--- src/rtl/hazard_if.sv ---
// ----------------------------------------------------------------------------
// hazard_if
// Purpose : groups the pipeline-side signals exchanged with the hazard
//           controller (IF/ID operand fields, decoded MemRead, branch
//           resolution, and the stall/flush controls plus statistics).
// Modports:
//   master - pipeline side: drives operand fields, ID_MemRead, branchTaken;
//            observes stall/flush controls and counters.
//   slave  - hazard controller side: the reverse directions.
// Parameter CNT_W : width of the stall/flush statistics counters.
// ----------------------------------------------------------------------------
interface hazard_if #(
    parameter int CNT_W = 16
);
    logic [4:0]       IFID_rs;
    logic [4:0]       IFID_rt;
    logic             ID_MemRead;
    logic             branchTaken;
    logic             riskSig;
    logic             PCWrite;
    logic             IFIDWrite;
    logic             IFIDFlush;
    logic             EXFlush;
    logic [CNT_W-1:0] stallCnt;
    logic [CNT_W-1:0] flushCnt;

    modport master (
        output IFID_rs, IFID_rt, ID_MemRead, branchTaken,
        input  riskSig, PCWrite, IFIDWrite, IFIDFlush, EXFlush, stallCnt, flushCnt
    );

    modport slave (
        input  IFID_rs, IFID_rt, ID_MemRead, branchTaken,
        output riskSig, PCWrite, IFIDWrite, IFIDFlush, EXFlush, stallCnt, flushCnt
    );
endinterface

--- src/rtl/hazard_ctrl.sv ---
// ----------------------------------------------------------------------------
// hazard_ctrl
// Purpose : load-use stall and taken-branch flush controller for a 5-stage
//           pipeline, with saturating statistics counters.
// Ports:
//   clk  - pipeline clock, rising-edge active
//   rst  - asynchronous active-high reset
//   hif  - hazard_if.slave:
//            in : IFID_rs, IFID_rt, ID_MemRead, branchTaken
//            out: riskSig, PCWrite, IFIDWrite, IFIDFlush, EXFlush,
//                 stallCnt, flushCnt
// Parameter CNT_W : counter width (must match the interface instance).
// ----------------------------------------------------------------------------
module hazard_ctrl #(
    parameter int CNT_W = 16
) (
    input  logic     clk,
    input  logic     rst,
    hazard_if.slave  hif
);

    typedef enum logic {RUN = 1'b0, FLUSH = 1'b1} state_t;

    state_t           state_q, state_d;
    logic             ex_memread_q, ex_memread_d;
    logic [4:0]       ex_rt_q, ex_rt_d;
    logic [CNT_W-1:0] stall_cnt_q, stall_cnt_d;
    logic [CNT_W-1:0] flush_cnt_q, flush_cnt_d;

    logic load_use;
    logic stall;
    logic risk;
    logic pc_wr;
    logic ifid_wr;
    logic flush;

    function automatic logic [CNT_W-1:0] sat_inc(input logic [CNT_W-1:0] v);
        return (v == {CNT_W{1'b1}}) ? v : v + CNT_W'(1);
    endfunction

    // rt is compared for every consumer, even ones that only read rs; this
    // costs an occasional spurious stall but avoids decoding the format.
    assign load_use = ex_memread_q && (ex_rt_q != 5'd0) &&
                      ((ex_rt_q == hif.IFID_rs) || (ex_rt_q == hif.IFID_rt));

    always_comb begin
        state_d = RUN;
        stall   = 1'b0;
        risk    = 1'b0;
        pc_wr   = 1'b1;
        ifid_wr = 1'b1;
        flush   = 1'b0;
        // Reset gates everything so the outputs take their idle values
        // immediately, whatever branchTaken happens to be doing.
        if (!rst) begin
            if (hif.branchTaken) begin
                state_d = FLUSH;
                risk    = 1'b1;
                flush   = 1'b1;
            end else if ((state_q == RUN) && load_use) begin
                stall   = 1'b1;
                risk    = 1'b1;
                pc_wr   = 1'b0;
                ifid_wr = 1'b0;
            end
        end
    end

    // A bubble enters ID/EX whenever riskSig is high, which is what makes a
    // load-use stall self-terminating after one cycle.
    always_comb begin
        ex_memread_d = risk ? 1'b0 : hif.ID_MemRead;
        ex_rt_d      = risk ? 5'd0 : hif.IFID_rt;
        stall_cnt_d  = stall ? sat_inc(stall_cnt_q) : stall_cnt_q;
        flush_cnt_d  = hif.branchTaken ? sat_inc(flush_cnt_q) : flush_cnt_q;
    end

    always_ff @(posedge clk or posedge rst) begin
        if (rst) begin
            state_q      <= RUN;
            ex_memread_q <= 1'b0;
            ex_rt_q      <= 5'd0;
            stall_cnt_q  <= '0;
            flush_cnt_q  <= '0;
        end else begin
            state_q      <= state_d;
            ex_memread_q <= ex_memread_d;
            ex_rt_q      <= ex_rt_d;
            stall_cnt_q  <= stall_cnt_d;
            flush_cnt_q  <= flush_cnt_d;
        end
    end

    assign hif.riskSig   = risk;
    assign hif.PCWrite   = pc_wr;
    assign hif.IFIDWrite = ifid_wr;
    assign hif.IFIDFlush = flush;
    assign hif.EXFlush   = flush;
    assign hif.stallCnt  = stall_cnt_q;
    assign hif.flushCnt  = flush_cnt_q;

endmodule

--- src/flat_wrapper.sv ---
// flat-port wrapper written by rule: the top's interface ports become plain ports
module hazard_ctrl_flat 
#(
    parameter int CNT_W = 16
)
  (clk, rst, hif_IFID_rs, hif_IFID_rt, hif_ID_MemRead, hif_branchTaken, hif_riskSig, hif_PCWrite, hif_IFIDWrite, hif_IFIDFlush, hif_EXFlush, hif_stallCnt, hif_flushCnt);
  hazard_if #(.CNT_W(CNT_W)) hif_i ();
  input  logic clk;
  input  logic rst;
  input wire logic [$bits(hif_i.IFID_rs)-1:0] hif_IFID_rs;
  input wire logic [$bits(hif_i.IFID_rt)-1:0] hif_IFID_rt;
  input wire logic [$bits(hif_i.ID_MemRead)-1:0] hif_ID_MemRead;
  input wire logic [$bits(hif_i.branchTaken)-1:0] hif_branchTaken;
  output wire logic [$bits(hif_i.riskSig)-1:0] hif_riskSig;
  output wire logic [$bits(hif_i.PCWrite)-1:0] hif_PCWrite;
  output wire logic [$bits(hif_i.IFIDWrite)-1:0] hif_IFIDWrite;
  output wire logic [$bits(hif_i.IFIDFlush)-1:0] hif_IFIDFlush;
  output wire logic [$bits(hif_i.EXFlush)-1:0] hif_EXFlush;
  output wire logic [$bits(hif_i.stallCnt)-1:0] hif_stallCnt;
  output wire logic [$bits(hif_i.flushCnt)-1:0] hif_flushCnt;
  assign hif_i.IFID_rs = hif_IFID_rs;
  assign hif_i.IFID_rt = hif_IFID_rt;
  assign hif_i.ID_MemRead = hif_ID_MemRead;
  assign hif_i.branchTaken = hif_branchTaken;
  assign hif_riskSig = hif_i.riskSig;
  assign hif_PCWrite = hif_i.PCWrite;
  assign hif_IFIDWrite = hif_i.IFIDWrite;
  assign hif_IFIDFlush = hif_i.IFIDFlush;
  assign hif_EXFlush = hif_i.EXFlush;
  assign hif_stallCnt = hif_i.stallCnt;
  assign hif_flushCnt = hif_i.flushCnt;
  hazard_ctrl #(.CNT_W(CNT_W)) u_core (.clk(clk), .rst(rst), .hif(hif_i));
endmodule
--- config.mk ---
export PLATFORM = sky130hd
export DESIGN_NAME = hazard_ctrl_flat
export DESIGN_NICKNAME = d
export VERILOG_FILES = /design/src/rtl/hazard_if.sv /design/src/rtl/hazard_ctrl.sv /design/src/flat_wrapper.sv
export SDC_FILE = /design/constraint.sdc
export NUM_CORES = 1
export LEC_CHECK = 0
export ABC_AREA = 1
export CORE_MARGIN = 10
export CORE_UTILIZATION = 50
export CTS_BUF_LIST = sky130_fd_sc_hd__clkbuf_4
export DETAILED_ROUTE_END_ITERATION = 8
export GPL_ROUTABILITY_DRIVEN = 0
export GPL_TIMING_DRIVEN = 1
export PLACE_DENSITY = 0.89
export SLEW_MARGIN = 25
export SYNTH_ARGS = -nofsm -noshare
export SYNTH_HDL_FRONTEND = slang
export SYNTH_SLANG_ARGS = --single-unit
--- constraint.sdc ---
create_clock -name clk -period 3.1 [get_ports clk]
set_input_delay 0.31 -clock clk [delete_from_list [all_inputs] [get_ports clk]]
set_output_delay 0.31 -clock clk [all_outputs]
set_load 0.05 [all_outputs]
==> results of run 1 <==
-- how the worst max path moves through the flow --
stage	from	end	slack (ns)	cells past startpoint
6_report	hif_IFID_rt[3]	hif_PCWrite	0.69	9
5_1_grt	u_core.ex_rt_q[0]$_DFF_PP0_	hif_PCWrite	0.50	8
4_1_cts	u_core.ex_rt_q[0]$_DFF_PP0_	hif_PCWrite	0.66	8
3_5_place_dp	hif_IFID_rt[3]	hif_PCWrite	0.67	9
3_3_place_gp	hif_IFID_rt[3]	hif_IFIDWrite	0.71	9
2_1_floorplan	u_core.hif.stallCnt[0]$_DFFE_PP0P_	u_core.hif.stallCnt[2]$_DFFE_PP0P_	1.19	9
-- layer usage --
metal  part of all wire  vias up  routed length [um]
li1                   -     1019                   -
met1               0.41      914                2190
met2               0.47       68                2480
met3              0.099       11                 525
met4              0.018        0                  95
met5                  0        -                   0
-- cells in the mapped netlist --
cell type,number
xnor2_1,11
nand3_2,1
o21ai_0,7
inv_1,34
nor3_1,7
nor2_1,33
nor2_2,3
dfrtp_1,39
buf_6,1
nand2_1,111
ha_1,2
nand4_1,5
nand2_2,2
nor2_4,1
xor2_1,17
buf_2,1
nand3_1,13
inv_2,4
nand3b_1,2
buf_4,3
nand4_2,1
a21oi_2,1
-- final cells by class --
class	count	area [sq um]	share of cell area
clock buffer	6	45.0	0.0160
clock inverter	2	7.51	0.00267
inverter	38	143	0.0508
multi-input combinational	217	1070	0.380
sequential	39	976	0.348
tap	52	65.1	0.0232
timing repair buffer	51	505	0.180
-- power breakdown --
group	total (mW)	internal, mW	leakage (nW)	switching (mW)
registers	0.637	0.566	0.508	0.0709
logic	0.498	0.165	0.860	0.333
clock network	0.261	0.0929	0.0307	0.168
-- state kept, by name (all words and copies together) (netlist names) --
register             cells
u_core.hif.stallCnt     16
u_core.ex_rt_q           5
u_core.state_q           1
u_core.ex_memread_q      1
u_core.hif.flushCnt     16
-- logic make-up after synthesis --
group                      count (synthesis)
AOI/OAI and AO/OA                          8
xor gates and xnor gates                  28
adders and majority gates                  2
buffers and inverters                     43
DFF                                       39
and+or+nand+nor                          179
-- stage by stage --
stage,hold WS (ns),cells
global placement,0.495,397
global route,0.474,405
finish,0.450,405
CTS,0.453,405
detailed placement,0.504,397
floorplan,0.416,299
-- critical path, stage by stage --
cell and delay, ns:
clkdlybuf4s50_1 0.48, inv_1 0.06, nand2_1 0.05, nand2_1 0.05, nor2_1 0.12, nand3_1 0.10, nand2_2 0.10, nand3_2 0.11
clkdlybuf4s50_1 0.73
==> metrics.txt, run 1 <==
# TYPE chip_impl_metric gauge
chip_impl_info{name="outcome",value="finished clean"} 1
chip_impl_metric{name="maxSlewHeadroom",unit=""} 0.642
chip_impl_metric{name="timing.max_cap.violations",unit=""} 0
chip_impl_metric{name="finalCritPeriodShare",unit=""} 0.779
chip_impl_metric{name="yosys_register_bits",unit=""} 39
chip_impl_metric{name="ctsLongestPathBuffers",unit=""} 2
chip_impl_metric{name="cts_htree_levels",unit=""} 2
chip_impl_metric{name="postCtsSetupRepairBufs",unit=""} 0
chip_impl_metric{name="final.fill_count",unit=""} 374
chip_impl_metric{name="drt_wl_total",unit="um"} 5290
chip_impl_metric{name="clock_buffers_created_by_tritoncts",unit=""} 5
chip_impl_metric{name="ioPinCount",unit=""} 51
chip_impl_metric{name="drt_first_iter_violations",unit=""} 91
chip_impl_metric{name="grtUsageTotal",unit=""} 0.145
chip_impl_info{name="clock_tree.root_cell",value="clkbuf_4"} 1
chip_impl_metric{name="met1_usage",unit=""} 0.161
chip_impl_metric{name="synth.area.mux_share",unit=""} 0
chip_impl_metric{name="layout.nets",unit=""} 368
chip_impl_info{name="worstSetupEndpointType",value="output pin"} 1
chip_impl_metric{name="final_cell_area",unit="sq mm"} 0.00281
chip_impl_metric{name="post_synthesis_adder_cell_area_fraction",unit=""} 0.0113
chip_impl_metric{name="layout.core_utilization",unit=""} 0.649
chip_impl_metric{name="synthToLayoutAreaGrowth",unit="%"} 26.3
chip_impl_metric{name="via_count",unit=""} 2012
chip_impl_metric{name="dieArea",unit="sq mm"} 0.00751
chip_impl_metric{name="diodes",unit=""} 0
chip_impl_metric{name="setup-violations-final",unit=""} 0
chip_impl_metric{name="synth_seq_area_share",unit=""} 0.439
chip_impl_info{name="r2r-end",value="u_core.hif.stallCnt[8]$_DFFE_PP0P_"} 1
chip_impl_metric{name="syn-num-nets",unit=""} 315
chip_impl_metric{name="areal_power_density_over_the_cells",unit="mW/mm^2"} 497
chip_impl_metric{name="global_route.usage.met3",unit=""} 0.0704
chip_impl_metric{name="dieHeight",unit="um"} 86.7
chip_impl_metric{name="xor_xnor_share_of_the_synthesized_area",unit=""} 0.110
chip_impl_metric{name="fmax",unit="MHz"} 414
chip_impl_info{name="mostFrequentLayoutCells",value="111 x nand2_1, 49 x clkdlybuf4s50_1, 39 x dfrtp_1"} 1
chip_impl_metric{name="reg2reg_setup_slack",unit="ns"} 1.32
chip_impl_metric{name="holdBufCountCts",unit=""} 0
chip_impl_metric{name="detail_route.wl_per_cell",unit="um"} 13.0
chip_impl_metric{name="fin_skew",unit="ns"} 0.0174
chip_impl_info{name="worst_r2r_startpoint",value="u_core.hif.stallCnt[0]$_DFFE_PP0P_"} 1
chip_impl_metric{name="netlist.area_leader.share",unit=""} 0.439
chip_impl_metric{name="crit_path_max_fanout",unit=""} 3
chip_impl_metric{name="timing.reg2reg.worst_path_depth",unit=""} 7
chip_impl_metric{name="ys_types",unit=""} 22
chip_impl_metric{name="cp_data_arrival_time",unit="ns"} 2.10
chip_impl_metric{name="drt-vias-per-instance",unit=""} 4.97
chip_impl_metric{name="final-hold-violation-count",unit=""} 0
chip_impl_metric{name="global_route.usage.met2",unit=""} 0.230
chip_impl_info{name="gr-max-usage-layer",value="met2"} 1
chip_impl_metric{name="timing_worst_slew_pin_value",unit="ns"} 0.535
chip_impl_info{name="synthDominantAreaCellType",value="dfrtp_1"} 1
chip_impl_metric{name="number_of_design_rule_violations_left_after_detail_routing",unit=""} 0
chip_impl_info{name="yosys-top-cells-area",value="dfrtp_1 44%, nand2_1 19%, xor2_1 6.7%"} 1
chip_impl_info{name="tritoncts",value="done"} 1
chip_impl_metric{name="floorplan.core_area",unit="sq mm"} 0.00432
chip_impl_metric{name="port_buffers",unit=""} 50
chip_impl_metric{name="syn_inst",unit=""} 299
chip_impl_metric{name="std_cell_rows",unit=""} 24
chip_impl_metric{name="final.setup.worst_slack",unit="ns"} 0.686
chip_impl_metric{name="yosys_warnings",unit=""} 0
chip_impl_metric{name="clk-insertion-delay-late",unit="ns"} 0.36
chip_impl_metric{name="postPlaceCellArea",unit="sq mm"} 0.00276
chip_impl_info{name="rsz_0062_raised_after_global_routing",value="no"} 1
chip_impl_info{name="worst_hold_path_type",value="in -> async"} 1
chip_impl_info{name="critical_path_class",value="in -> out"} 1
chip_impl_info{name="startpoint_type",value="primary input"} 1
chip_impl_metric{name="fraction_of_final_layout_cells_with_drive_strength_greater_than_1",unit=""} 0.0595
chip_impl_metric{name="synth_compound_area_frac",unit=""} 0.0197
chip_impl_metric{name="synthesis.area_per_instance",unit="sq um"} 7.44
chip_impl_metric{name="drt.antenna.violating_nets",unit=""} 0
chip_impl_metric{name="detail_route.first_pass.iterations",unit=""} 4
chip_impl_metric{name="vdd.ir_drop.worst",unit="mV"} 0.545
chip_impl_metric{name="die_w",unit="um"} 86.7
chip_impl_metric{name="p_leak",unit="nW"} 1.40
chip_impl_metric{name="dp_hpwl",unit="um"} 4050
chip_impl_metric{name="syn_area",unit="sq mm"} 0.00222
chip_impl_metric{name="timing_max_transition_violations_final",unit=""} 0
chip_impl_metric{name="start_util",unit=""} 0.514
chip_impl_metric{name="grt_first_pass_wirelength",unit="um"} 8850
chip_impl_metric{name="grt_overflow",unit=""} 0
chip_impl_info{name="combinational_family_with_the_most_area_after_synthesis",value="simple AND/OR/NAND/NOR gates"} 1
chip_impl_metric{name="via_count_of_the_first_global_routing_pass",unit=""} 2001
chip_impl_metric{name="post_cts.resized_instances",unit=""} 0
chip_impl_metric{name="critical_path_required",unit="ns"} 2.79
chip_impl_metric{name="fin_crit",unit="ns"} 2.41
chip_impl_metric{name="post-place-ws",unit="ns"} 0.674
chip_impl_metric{name="fin_tns_setup",unit="ns"} 0
chip_impl_metric{name="numClockSinks",unit=""} 39
chip_impl_metric{name="post_synth_simple_gate_area",unit=""} 0.338
chip_impl_metric{name="initial_antenna_violation_count",unit=""} 0
chip_impl_info{name="most_common_library_cell_in_the_layout_ignoring_fill_and_taps",value="nand2_1"} 1
chip_impl_metric{name="design_power_total",unit="mW"} 1.40
chip_impl_metric{name="grt_max_degree",unit=""} 40
chip_impl_metric{name="path_clk_slew",unit="ns"} 0.13
No activity file was read; power rests on OpenSTA's default activity.
==> inputs of run 2 (changes only) <==
--- a/config.mk
+++ b/config.mk
@@ -7,12 +7,12 @@
 export LEC_CHECK = 0
 export ABC_AREA = 1
 export CORE_MARGIN = 10
-export CORE_UTILIZATION = 50
+export CORE_UTILIZATION = 47
 export CTS_BUF_LIST = sky130_fd_sc_hd__clkbuf_4
 export DETAILED_ROUTE_END_ITERATION = 8
 export GPL_ROUTABILITY_DRIVEN = 0
 export GPL_TIMING_DRIVEN = 1
-export PLACE_DENSITY = 0.89
+export PLACE_DENSITY = 0.88
 export SLEW_MARGIN = 25
 export SYNTH_ARGS = -nofsm -noshare
 export SYNTH_HDL_FRONTEND = slang
==> constraint.sdc (replaced) <==
create_clock -name clk -period 2 [get_ports clk]
set_input_delay 0.2 -clock clk [delete_from_list [all_inputs] [get_ports clk]]
set_output_delay 0.2 -clock clk [all_outputs]
set_load 0.05 [all_outputs]
==> run 2 against run 1 <==
Utilization decreased by 0.31 points. Power rose by 55%. Register-to-register slack got worse by 1.1 ns. Clock skew shrank 0.0035 ns. Setup slack lost 0.56 ns. Combinational power increased by 58%. Global-route usage shrank 0.15 points. Die area rose by 4.9%. Clock power rose by 45%. Sequential cell count stayed put. Cell count increased by 0.74%. First-iteration DRC count increased by 1.1%. Highest routed layer unchanged.
==> metrics.txt, run 2 (synthesis results as in run 1) <==
# TYPE chip_impl_metric gauge
chip_impl_metric{name="dp_hpwl",unit="um"} 4100
chip_impl_metric{name="grtUsageTotal",unit=""} 0.143
chip_impl_metric{name="synthToLayoutAreaGrowth",unit="%"} 30.1
chip_impl_info{name="outcome",value="finished clean"} 1
chip_impl_info{name="worst_hold_path_type",value="in -> async"} 1
chip_impl_metric{name="floorplan.core_area",unit="sq mm"} 0.00447
chip_impl_metric{name="maxSlewHeadroom",unit=""} 0.610
chip_impl_metric{name="timing.reg2reg.worst_path_depth",unit=""} 8
chip_impl_metric{name="grt_first_pass_wirelength",unit="um"} 9050
chip_impl_info{name="most_common_library_cell_in_the_layout_ignoring_fill_and_taps",value="nand2_1"} 1
chip_impl_metric{name="areal_power_density_over_the_cells",unit="mW/mm^2"} 747
chip_impl_metric{name="drt_first_iter_violations",unit=""} 92
chip_impl_metric{name="ioPinCount",unit=""} 51
chip_impl_metric{name="dieArea",unit="sq mm"} 0.00788
chip_impl_metric{name="initial_antenna_violation_count",unit=""} 0
chip_impl_metric{name="timing_worst_slew_pin_value",unit="ns"} 0.581
chip_impl_info{name="r2r-end",value="u_core.hif.stallCnt[9]$_DFFE_PP0P_"} 1
chip_impl_metric{name="via_count_of_the_first_global_routing_pass",unit=""} 2039
chip_impl_info{name="mostFrequentLayoutCells",value="111 x nand2_1, 45 x clkdlybuf4s50_1, 39 x dfrtp_1"} 1
chip_impl_metric{name="layout.nets",unit=""} 372
chip_impl_info{name="worstSetupEndpointType",value="output pin"} 1
chip_impl_metric{name="cp_data_arrival_time",unit="ns"} 1.67
chip_impl_info{name="startpoint_type",value="register"} 1
chip_impl_metric{name="numClockSinks",unit=""} 39
chip_impl_metric{name="final.setup.worst_slack",unit="ns"} 0.127
chip_impl_metric{name="timing_max_transition_violations_final",unit=""} 0
chip_impl_metric{name="finalCritPeriodShare",unit=""} 0.936
chip_impl_metric{name="setup-violations-final",unit=""} 0
chip_impl_metric{name="die_w",unit="um"} 88.8
chip_impl_metric{name="reg2reg_setup_slack",unit="ns"} 0.25
chip_impl_metric{name="drt_wl_total",unit="um"} 5370
chip_impl_metric{name="clk-insertion-delay-late",unit="ns"} 0.35
chip_impl_metric{name="drt.antenna.violating_nets",unit=""} 0
chip_impl_metric{name="placedCellCount",unit=""} 401
chip_impl_metric{name="via_count",unit=""} 2046
chip_impl_metric{name="register_area",unit="sq um"} 976
chip_impl_info{name="clock_tree.root_cell",value="clkbuf_4"} 1
chip_impl_metric{name="timing.max_cap.violations",unit=""} 0
chip_impl_metric{name="path_clk_slew",unit="ns"} 0.12
chip_impl_metric{name="detail_route.wl_per_cell",unit="um"} 13.2
chip_impl_metric{name="p_leak",unit="nW"} 1.44
chip_impl_metric{name="final.fill_count",unit=""} 391
chip_impl_metric{name="cts_htree_levels",unit=""} 2
chip_impl_metric{name="fin_crit",unit="ns"} 1.87
chip_impl_metric{name="diodes",unit=""} 0
chip_impl_metric{name="grt_overflow",unit=""} 0
chip_impl_metric{name="post-place-ws",unit="ns"} 0.163
chip_impl_metric{name="critical_path_required",unit="ns"} 1.80
chip_impl_metric{name="final_cell_area",unit="sq mm"} 0.00289
chip_impl_metric{name="ctsLongestPathBuffers",unit=""} 2
chip_impl_metric{name="fin_skew",unit="ns"} 0.0140
chip_impl_metric{name="drt-vias-per-instance",unit=""} 5.01
chip_impl_metric{name="design_power_total",unit="mW"} 2.16
chip_impl_metric{name="detail_route.first_pass.iterations",unit=""} 4
chip_impl_metric{name="clock_buffers_created_by_tritoncts",unit=""} 5
chip_impl_metric{name="std_cell_rows",unit=""} 24
chip_impl_metric{name="vdd.ir_drop.worst",unit="mV"} 0.970
chip_impl_metric{name="final_cell_count_no_fill",unit=""} 408
chip_impl_metric{name="fmax",unit="MHz"} 534
chip_impl_metric{name="grt_max_degree",unit=""} 22
chip_impl_metric{name="start_util",unit=""} 0.497
chip_impl_metric{name="multi_input_area",unit="sq mm"} 0.00107
chip_impl_info{name="critical_path_class",value="reg -> out"} 1
chip_impl_metric{name="final-hold-violation-count",unit=""} 0
chip_impl_info{name="tritoncts",value="done"} 1
chip_impl_metric{name="fin_worst_hold_slack",unit="ns"} 0.334
chip_impl_metric{name="number_of_design_rule_violations_left_after_detail_routing",unit=""} 0
chip_impl_metric{name="crit_path_max_fanout",unit=""} 4
chip_impl_metric{name="postCtsSetupRepairBufs",unit=""} 0
chip_impl_metric{name="dieHeight",unit="um"} 88.8
chip_impl_metric{name="postPlaceCellArea",unit="sq mm"} 0.00284
chip_impl_info{name="worst_r2r_startpoint",value="u_core.hif.stallCnt[0]$_DFFE_PP0P_"} 1
chip_impl_metric{name="port_buffers",unit=""} 50
chip_impl_metric{name="fraction_of_final_layout_cells_with_drive_strength_greater_than_1",unit=""} 0.0815
run 2: layout make-up:
class	count	area share
inverter	38	0.0493
tap	52	0.0225
clock inverter	2	0.00303
clock buffer	5	0.0130
multi-input combinational	217	0.371
sequential	39	0.338
timing repair buffer	55	0.203
run 2: report_power, final:
group          switching, mW  total [mW]  internal, mW
clock                  0.255       0.379         0.125
sequential             0.117       0.995         0.878
combinational          0.520       0.786         0.266
total                  0.892        2.16          1.27
run 2: worst max-delay path, cell delays in order, from the launching register on:
cell and delay (ns):
dfrtp_1 0.44, nand2_1 0.09, nand2_1 0.06, nor2_1 0.11
nand3_1 0.09, nand2_2 0.10, nand2_1 0.09, a21oi_4 0.18
buf_12 0.16
run 2: repair_timing:
action | CTS | global route
hold buffers | 0 | 0
gates resized for setup | 0 | 1
endpoints found under the hold margin | 0 | 0
setup endpoints to repair | 0 | 1
run 2: layer usage:
layer	share of wire	wire [um]	vias to the layer above	global-route usage
li1	-	-	1021	-
met5	0	0	-	0
met3	0.090	481	18	0.0653
met2	0.49	2620	59	0.241
met1	0.41	2180	948	0.155
met4	0.017	91	0	0.0543
run 2: how the worst max path moves through the flow:
stage / from / to / slack [ns]
final: u_core.ex_rt_q[3]$_DFF_PP0_ / hif_riskSig / 0.13
after detailed placement: hif_IFID_rt[3] / u_core.hif.stallCnt[14]$_DFFE_PP0P_ / 0.16
after global routing: u_core.ex_rt_q[3]$_DFF_PP0_ / hif_riskSig / -0.01
after floorplan: u_core.hif.stallCnt[0]$_DFFE_PP0P_ / u_core.hif.stallCnt[2]$_DFFE_PP0P_ / 0.09
after CTS: u_core.ex_rt_q[3]$_DFF_PP0_ / hif_riskSig / 0.10
after global placement: hif_IFID_rt[3] / u_core.hif.stallCnt[8]$_DFFE_PP0P_ / 0.24
run 2: metrics by stage:
| step | TNS [ns] | utilization |
|---|---|---|
| global placement | 0 | 0.634 |
| finish | 0 | 0.646 |
| floorplan | 0 | - |
| global route | -0.0112 | 0.646 |
| detailed placement | 0 | 0.634 |
| CTS | 0 | 0.645 |
==> inputs of run 3 (changes only) <==
--- a/config.mk
+++ b/config.mk
@@ -6,13 +6,15 @@
 export NUM_CORES = 1
 export LEC_CHECK = 0
 export ABC_AREA = 1
+export ABC_CLOCK_PERIOD_IN_PS = 2000
 export CORE_MARGIN = 10
 export CORE_UTILIZATION = 47
 export CTS_BUF_LIST = sky130_fd_sc_hd__clkbuf_4
+export CTS_CLUSTER_DIAMETER = 40
 export DETAILED_ROUTE_END_ITERATION = 8
 export GPL_ROUTABILITY_DRIVEN = 0
 export GPL_TIMING_DRIVEN = 1
-export PLACE_DENSITY = 0.88
+export PLACE_DENSITY = 0.86
 export SLEW_MARGIN = 25
 export SYNTH_ARGS = -nofsm -noshare
 export SYNTH_HDL_FRONTEND = slang
==> run 3 against run 2 <==
Sequential cell count is the same. Clock power is 4% higher. Combinational power about the same. Clock skew decreased by 0.0042 ns. Setup slack improved by 0.0055 ns. First-iteration DRC count is 4.3% higher. Sequential share of layout area down 0.13 points. Cell count increased by 0.25%. Largest cell class unchanged. Highest routed layer unchanged.
==> metrics.txt, run 3 (synthesis results as in run 1) <==
# TYPE chip_impl_metric gauge
chip_impl_metric{name="layout.nets",unit=""} 372
chip_impl_info{name="worst_hold_path_type",value="in -> async"} 1
chip_impl_metric{name="detail_route.first_pass.iterations",unit=""} 4
chip_impl_info{name="worstSetupEndpointType",value="output pin"} 1
chip_impl_metric{name="path_depth",unit=""} 1
chip_impl_metric{name="grt_first_pass_wirelength",unit="um"} 8580
chip_impl_metric{name="grt_overflow",unit=""} 0
chip_impl_metric{name="grt_max_degree",unit=""} 21
chip_impl_info{name="cell_chain_critical_path",value="clkdlybuf4s50_1"} 1
chip_impl_metric{name="timing.reg2reg.worst_path_depth",unit=""} 8
chip_impl_metric{name="layout.core_utilization",unit=""} 0.649
chip_impl_metric{name="fmax",unit="MHz"} 536
chip_impl_metric{name="via_count_of_the_first_global_routing_pass",unit=""} 1952
chip_impl_metric{name="finalCritPeriodShare",unit=""} 0.934
chip_impl_metric{name="initial_antenna_violation_count",unit=""} 0
chip_impl_info{name="tritoncts",value="done"} 1
chip_impl_metric{name="maxSlewHeadroom",unit=""} 0.648
chip_impl_metric{name="crit_path_max_fanout",unit=""} 5
chip_impl_metric{name="dieArea",unit="sq mm"} 0.00788
chip_impl_metric{name="synthToLayoutAreaGrowth",unit="%"} 30.6
chip_impl_metric{name="detail_route.wl_per_cell",unit="um"} 12.5
chip_impl_metric{name="numClockSinks",unit=""} 39
chip_impl_metric{name="port_buffers",unit=""} 50
chip_impl_metric{name="reg2reg_setup_slack",unit="ns"} 0.28
chip_impl_metric{name="grtUsageTotal",unit=""} 0.134
chip_impl_info{name="clock_tree.root_cell",value="clkbuf_4"} 1
chip_impl_metric{name="start_util",unit=""} 0.497
chip_impl_metric{name="fraction_of_final_layout_cells_with_drive_strength_greater_than_1",unit=""} 0.0924
chip_impl_metric{name="p_leak",unit="nW"} 1.45
chip_impl_metric{name="std_cell_rows",unit=""} 24
chip_impl_metric{name="drt.antenna.violating_nets",unit=""} 0
chip_impl_metric{name="path_clk_slew",unit="ns"} 0.12
chip_impl_metric{name="postCtsSetupRepairBufs",unit=""} 0
chip_impl_metric{name="critical_path_required",unit="ns"} 1.80
chip_impl_metric{name="cts_htree_levels",unit=""} 2
chip_impl_metric{name="floorplan.core_area",unit="sq mm"} 0.00447
chip_impl_info{name="outcome",value="finished clean"} 1
chip_impl_metric{name="setup-violations-final",unit=""} 0
chip_impl_metric{name="cp_data_arrival_time",unit="ns"} 1.67
chip_impl_metric{name="drt-vias-per-instance",unit=""} 4.91
chip_impl_metric{name="post_cts.resized_instances",unit=""} 0
chip_impl_info{name="critical_path_class",value="reg -> out"} 1
chip_impl_info{name="worst_r2r_startpoint",value="u_core.hif.stallCnt[0]$_DFFE_PP0P_"} 1
chip_impl_metric{name="fin_skew",unit="ns"} 0.00974
chip_impl_metric{name="vdd.ir_drop.worst",unit="mV"} 1.12
chip_impl_metric{name="ctsLongestPathBuffers",unit=""} 2
chip_impl_info{name="timing.critical_path.max_delay_family",value="buffers and inverters"} 1
chip_impl_metric{name="areal_power_density_over_the_cells",unit="mW/mm^2"} 748
chip_impl_metric{name="holdBufCountCts",unit=""} 0
chip_impl_metric{name="dieHeight",unit="um"} 88.8
chip_impl_info{name="most_common_library_cell_in_the_layout_ignoring_fill_and_taps",value="nand2_1"} 1
chip_impl_metric{name="worstPathBufferInverterCount",unit=""} 1
chip_impl_metric{name="fin_tns_setup",unit="ns"} 0
chip_impl_metric{name="diodes",unit=""} 0
chip_impl_metric{name="die_w",unit="um"} 88.8
chip_impl_metric{name="drt_first_iter_violations",unit=""} 96
chip_impl_info{name="slowest_stage_cell_cp",value="clkdlybuf4s50_1"} 1
chip_impl_metric{name="timing.max_cap.violations",unit=""} 0
chip_impl_info{name="startpoint_type",value="register"} 1
chip_impl_metric{name="dp_hpwl",unit="um"} 3940
chip_impl_info{name="r2r-end",value="u_core.hif.stallCnt[11]$_DFFE_PP0P_"} 1
chip_impl_metric{name="clock_buffers_created_by_tritoncts",unit=""} 5
chip_impl_metric{name="timing_max_transition_violations_final",unit=""} 0
chip_impl_metric{name="clk-insertion-delay-late",unit="ns"} 0.34
chip_impl_metric{name="ioPinCount",unit=""} 51
chip_impl_metric{name="final-hold-violation-count",unit=""} 0
chip_impl_metric{name="drt_wl_total",unit="um"} 5120
chip_impl_metric{name="via_count",unit=""} 2009
chip_impl_metric{name="slowest_delay",unit="ns"} 0.85
chip_impl_info{name="rsz_0062_raised_after_global_routing",value="no"} 1
chip_impl_metric{name="final.fill_count",unit=""} 364
chip_impl_info{name="mostFrequentLayoutCells",value="110 x nand2_1, 45 x clkdlybuf4s50_1, 39 x dfrtp_1"} 1
chip_impl_metric{name="timing_worst_slew_pin_value",unit="ns"} 0.524
chip_impl_metric{name="fin_crit",unit="ns"} 1.87
chip_impl_metric{name="number_of_design_rule_violations_left_after_detail_routing",unit=""} 0
==> run 3: changes by cell type in the layout (fill, tap and decap cells not counted) <==
| cell | before | now |
|---|---|---|
| clkinv_1 | 1 | 0 |
| nor2_1 | 33 | 32 |
| nand2_1 | 111 | 110 |
| nor2_2 | 3 | 4 |
| nand2_2 | 2 | 3 |
| clkinv_2 | 1 | 3 |
==> run 3: power by group <==
part / leakage, nW / switching [mW] / internal [mW]
clock: 0.0347 / 0.265 / 0.131
combinational: 0.907 / 0.516 / 0.268
sequential: 0.508 / 0.114 / 0.878
==> run 3: cell type report <==
type	instances	area (sq um)	area share
flip-flops and latches	39	976	0.336
well taps	52	65.1	0.0224
clock inverters	3	15.0	0.00517
repair buffers	55	588	0.203
inverters	38	143	0.0491
clock buffers	5	37.5	0.0129
multi-input cells	217	1080	0.372
==> run 3: routing by layer <==
metal	global-route usage	routed length [um]	up-vias
li1	-	-	1025
met1	0.157	2240	923
met2	0.223	2390	53
met3	0.0496	421	8
met4	0.0426	70	0
met5	0	0	-
==> run 3: worst min-delay path: cells and delay by family <==
family	cells	cell delay, ns
buf+inv	3	0.88
==> run 3: worst max path at each step <==
stage	start	end
6_report	u_core.hif.flushCnt[6]$_DFFE_PP0P_	hif_flushCnt[6]
5_1_grt	u_core.ex_rt_q[3]$_DFF_PP0_	hif_riskSig
4_1_cts	u_core.ex_rt_q[3]$_DFF_PP0_	hif_riskSig
3_5_place_dp	hif_IFID_rt[3]	u_core.hif.stallCnt[6]$_DFFE_PP0P_
3_3_place_gp	hif_IFID_rt[3]	hif_riskSig
2_1_floorplan	u_core.hif.stallCnt[0]$_DFFE_PP0P_	u_core.hif.stallCnt[2]$_DFFE_PP0P_
==> run 3: stage by stage <==
step	cells	instance area (sq um)	hold slack, ns	worst slack (ns)	total power [mW]
finish	409	2900	0.347	0.133	2.17
global route	409	2900	0.384	0.00000222	2.29
CTS	409	2890	0.304	0.0690	2.18
detailed placement	401	2840	0.503	0.172	1.79
global placement	401	2840	0.501	0.213	1.76
floorplan	299	2220	0.306	0.0918	1.49
